<file path="src/rtl/pipelined_reduce_gate.sv">
// pipelined_reduce_gate: reduces a WIDTH-bit bus to one bit (AND/OR/XOR,
// optionally inverted) through a registered radix-RADIX tree. A valid bit
// rides alongside each beat, and a clock enable stalls the whole pipeline.
module pipelined_reduce_gate #(
  parameter int WIDTH  = 13,
  parameter int RADIX  = 4,
  parameter int FUNC   = 0,
  parameter int INVERT = 0
) (
  input  logic             CK,
  input  logic             RN,
  input  logic             CE,
  input  logic             VI,
  input  logic [WIDTH-1:0] A,
  output logic             VO,
  output logic             Z0
);

  // Width left after one tree level.
  function automatic int next_w(input int w);
    return (w + RADIX - 1) / RADIX;
  endfunction

  // Width entering tree level k (level 0 sees the raw bus).
  function automatic int stage_in_w(input int k);
    int w;
    w = WIDTH;
    for (int i = 0; i < k; i++) begin
      w = next_w(w);
    end
    return w;
  endfunction

  // Number of registered levels needed to reach one bit; at least one.
  function automatic int calc_lat();
    int w;
    int l;
    w = next_w(WIDTH);
    l = 1;
    while (w > 1) begin
      w = next_w(w);
      l++;
    end
    return l;
  endfunction

  localparam int   LAT   = calc_lat();
  // Identity element used to pad a partial last group: 1 for AND, 0 otherwise.
  localparam logic IDENT = (FUNC == 0);

  // Reject parameter values outside the supported range at elaboration.
  if (FUNC < 0 || FUNC > 2) begin : g_bad_func
    $error("pipelined_reduce_gate: FUNC must be 0 (AND), 1 (OR) or 2 (XOR)");
  end
  if (WIDTH < 1 || WIDTH > 256) begin : g_bad_width
    $error("pipelined_reduce_gate: WIDTH must be in 1..256");
  end
  if (RADIX < 2 || RADIX > 8) begin : g_bad_radix
    $error("pipelined_reduce_gate: RADIX must be in 2..8");
  end

  for (genvar gi = 0; gi < LAT; gi++) begin : g_stage
    localparam int W_IN  = stage_in_w(gi);
    localparam int W_OUT = stage_in_w(gi + 1);
    localparam int PADW  = W_OUT * RADIX;
    // Only the last level applies the optional inversion, so Z0 stays a bare flop.
    localparam bit DO_INV = (gi == LAT - 1) && (INVERT != 0);

    logic [W_IN-1:0]  in_vec;
    logic             valid_in;
    logic [PADW-1:0]  pad_vec;
    logic [W_OUT-1:0] red_vec;
    logic [W_OUT-1:0] data_d;
    logic [W_OUT-1:0] data_q;
    logic             valid_d;
    logic             valid_q;

    if (gi == 0) begin : g_first
      assign in_vec   = A;
      assign valid_in = VI;
    end else begin : g_next
      assign in_vec   = g_stage[gi-1].data_q;
      assign valid_in = g_stage[gi-1].valid_q;
    end

    // Pad the level input up to a whole number of groups with the identity element.
    always_comb begin
      pad_vec             = {PADW{IDENT}};
      pad_vec[W_IN-1:0]   = in_vec;
    end

    for (genvar gj = 0; gj < W_OUT; gj++) begin : g_node
      if (FUNC == 0) begin : g_and
        assign red_vec[gj] = &pad_vec[gj*RADIX +: RADIX];
      end else if (FUNC == 1) begin : g_or
        assign red_vec[gj] = |pad_vec[gj*RADIX +: RADIX];
      end else begin : g_xor
        assign red_vec[gj] = ^pad_vec[gj*RADIX +: RADIX];
      end
    end

    // Next state: advance data and valid together on enabled cycles, hold otherwise.
    always_comb begin
      data_d  = data_q;
      valid_d = valid_q;
      if (CE) begin
        data_d  = DO_INV ? ~red_vec : red_vec;
        valid_d = valid_in;
      end
    end

    // Level registers, cleared asynchronously so in-flight beats vanish on reset.
    always_ff @(posedge CK or negedge RN) begin
      if (!RN) begin
        data_q  <= '0;
        valid_q <= 1'b0;
      end else begin
        data_q  <= data_d;
        valid_q <= valid_d;
      end
    end
  end

  assign Z0 = g_stage[LAT-1].data_q[0];
  assign VO = g_stage[LAT-1].valid_q;

endmodule
</file>
<file path="config.mk">
export PLATFORM = sky130hd
export DESIGN_NAME = pipelined_reduce_gate
export DESIGN_NICKNAME = d
export VERILOG_FILES = /design/src/rtl/pipelined_reduce_gate.sv
export SDC_FILE = /design/constraint.sdc
export NUM_CORES = 1
export LEC_CHECK = 0
export ABC_AREA = 1
export ABC_CLOCK_PERIOD_IN_PS = 800
export CAP_MARGIN = 25
export CORE_AREA = 2 2 39 41
export DETAILED_ROUTE_END_ITERATION = 10
export DIE_AREA = 0 0 41 43
export SLEW_MARGIN = 10
export SYNTH_ARGS = -nofsm -noshare
export SYNTH_HDL_FRONTEND = slang
export SYNTH_SLANG_ARGS = --single-unit
</file>
<file path="constraint.sdc">
create_clock -name CK -period 0.8 [get_ports CK]
set_input_delay 0.12 -clock CK [delete_from_list [all_inputs] [get_ports CK]]
set_output_delay 0.12 -clock CK [all_outputs]
set_load 0.01 [all_outputs]
</file>
[Word-level counts from Yosys, hierarchy flattened]
Cells that the tools add are included.
Storage, ports and cells
  register bits after elaboration: 7
  output and inout port bits: 2
  bits of input ports: 17
  logic and storage cells: 8
Cells by class
  reduce and logical (&&, ||, !) cells: 4
Operators with widths (number)
  4-bit AND reduction: 4

[Logic depth before layout (Yosys ltp)]
  depth in word-level cells: 1
  mapped depth: 4

[Least setup slack after synthesis]
Ideal clock, no wire load.
  path type: flip-flop to flip-flop
  from: register, netlist name VO
  to: register g_stage[1].valid_q, in the netlist VO
  library setup time: 118 ps
  stages on the path, launching flop included: 3
  data required time: 682 ps
  path slack: 163 ps
  clock period less this slack: 637 ps
  data arrival time: 519 ps
  cells stage by stage: dfrtp_1 nand2_1 o21ai_2
RTL lines
  end signal: assignment: RTL line 119  | valid_q <= valid_d;
  end: declaration: RTL line 76  | logic valid_q;

[Worst setup path in the final report]
  from: register g_stage[1].valid_q, in the netlist VO
  to: output VO
RTL lines
  end: declaration: RTL line 15  | output logic VO,
No word-level cell between the ends.

==> metrics.md <==
| Metric | Value |
|---|---|
| Sequential share of the synthesized area | approximately 52% |
| Top delay family on crit path | flip-flops |
| RSZ-0062 raised after global routing | true |
| CTS Sinks | 7 |
| Status | complete, but fails checks |
| Max stage delay on crit path | 0.37 ns |
| Synth Area per Inst | a little over 10 um2 |
| Relative slew slack | between 70% and 80% |
| Vias in the first global route | between 200 and 300 |
| Synth Register Bits | 7 |
| WP data arrival | roughly 0.75 ns |
| Largest family of logic cells by synthesized area | simple AND/OR/NAND/NOR gates |
| Pin count of the biggest net entering global routing | 9 |
| DR iter-0 viols | 9 |
| Routability cong. | about 0.71 |
| Congestion Overflow GR | 0 |
| Most frequent cells in the layout | clkdlybuf4s50_1 (15), nand2_1 (12), dfrtp_1 (7), o21ai_2 (5), nand3_2 (4) |
| Reg clk slew, reported paths | ~0.050 ns |
| Final Hold Vio Count | 0 |
| Least-Margin Pin Slew | 0.310 ns |
| First-pass GRT wire length | 1120 um |
| R2r startpoint | Z0 |
| Post-synthesis cell type count | 8 |
| WL/cell | between 8 and 9 um |
| CP cell instances | buf_2 |
| DRC | 0 |
| Max VDD drop | approximately 0.00048 V |
| PortBufs | 18 |
| Clock Tree Buf Depth | 2 |
| Met2 wire length | 348 um |
| Final WL | approximately 670 um |
| Power Dens Cells | 1480 mW/mm2 |
| Total CTS buffers | 3 |
| Clk Latency, worst-skew pair | ~0.25 ns |
| Via count | ~310 |
| Setup_tns | -0.141 ns |
| Layout area overhead | 74.2% |
| CP endpoint | VO |
| Initial antenna violation count | 0 |
| Multiplexer share of the synthesized area | 0% |
| Worst Reg-to-Reg Cells | 4 |
| CORE AREA | 0.00138 mm2 |
| Clock Skew | 0.000804 ns |
| Met3 wire length | roughly 58 um |
| Leak | between 0.2 and 0.3 nW |
| Post-route ant nets | 0 |
| R2r setup slk | about 0.010 ns |
| FF/Latch Area | around 180 um2 |
| Crit path max fanout | 2 |
| Synth Area in XOR/XNOR | 0% |
| CP Launch Type | flip-flop |
| Post-synthesis compound-gate area fraction | 14.6% |
| Layout Nets | 76 |
| Fillers | 140 |
| Final min period | about 0.9 ns |
| Highest routed layer | met3 |
| Met1 wire length | ~260 um |
| Commonest non-fill, non-tap cell in the layout | clkdlybuf4s50_1 |
| Post-Syn Area | 334 um2 |
| Max-cap violations | 0 |
| Post-Synth Simple-Gate Area | 26.6% |
| Setup crit start | VO |
| Crit path required time | 0.68 ns |
| Fin. max-slew vios | 0 |
| Setup CP Type | reg -> out |
| Slowest CP cell | dfrtp_1 |
| Crit path depth | 1 |
| Die width | between 40 and 50 um |
| Finish-stage setup viols | 2 |
| Yosys warning count | 0 |
| Number of antenna diodes | 0 |
| IO Pins | 19 |
| Multi-input gate area | roughly 140 um2 |
| Fmax | ~1100 MHz |
| GRT Total Usage | between 10% and 20% |
| Crit share post-route | 109% |
| CTS tree | done |
| Final core occ | between 40% and 50% |
| Adder-Cell Fraction of Synth Area | 0% |
| First-pass DRT Iterations | 4 |
| Min setup slack post-route | -0.0745 ns |
| Die area | around 0.0018 mm2 |
| Die Height | ~43 um |
| Mapped Nets | 50 |
| Cell count after synthesis | 33 |
| Worst hold path type | in -> async |
| Violated checks | setup timing |
| Worst Path Buf+Inv | 1 |
| R2r endpoint | Z0 |
| Initial Utilization | between 20 and 25% |
| # rows | 14 |
| Vias per cell | around 4.2 |
| Setup crit end kind | output pin |
| Max H-tree Level | 1 |
| Root Buffer | clkbuf_4 |
| Share of layout cells above drive strength 1 | between 30% and 40% |
[synthesized netlist by cell type, drive strengths merged]
library cell	number	area (um2)
buf	1	11.3
dfrtp	7	175
inv	2	10.0
nand2	13	48.8
nand3	4	40.0
o21ai	6	48.8
[through the flow]
stage	worst slack (ns)	power (mW)	instance area [um2]	hold WS [ns]	cells
finish	-0.0745	0.859	582	0.127	74
global route	-0.111	0.910	582	0.151	74
CTS	-0.0932	0.880	579	0.130	74
detailed placement	-0.270	0.555	546	0.401	69
global placement	-0.247	0.552	546	0.405	69
floorplan	0.163	0.441	334	-0.176	33
[report_power, final]
part / total [mW] / switching, mW / internal (mW) / leakage, nW
combinational: 0.157 / 0.0572 / 0.100 / 0.159
sequential: 0.385 / 0.0102 / 0.375 / 0.0919
clock: 0.317 / 0.127 / 0.190 / 0.0150
[kinds of logic after synthesis]
logic type,after synthesis
DFF,7
and+or+nand+nor,17
AOI/OAI and AO/OA,6
buffers and inverters,3
[worst min-delay path by stage]
stage / start / to / depth (start not counted)
after floorplan: RN / VO / 0
after global placement: RN / VO / 1
after detailed placement: RN / VO / 1
after CTS: RN / VO / 1
after global routing: RN / VO / 1
final: RN / Z0 / 1
[registers in the layout (all words and copies together), names as in the netlist]
| register | cells |
|---|---|
| g_stage.data_q | 4 |
| VO | 1 |
| Z0 | 1 |
| g_stage.valid_q | 1 |
[repair_timing]
action,in CTS,in global routing
pin swaps,1,0
setup buffers,1,0
resized for setup,11,1
hold buffers,0,0
endpoints found under the setup margin,3,8
[metal layers]
metal | up-vias | GRT usage [%]
li1 | 160 | -
met1 | 136 | 11.5
met2 | 13 | 14.1
met3 | 0 | 4.71
met4 | 0 | 8.00
met5 | - | 0
[area by class of cell]
class | count | share of cell area, %
timing repair buffer | 22 | 36.1
clock buffer | 4 | 4.52
sequential | 7 | 30.1
multi-input combinational | 23 | 24.1
tap | 16 | 3.44
inverter | 2 | 1.72
Power figures use the tool's default switching activity.
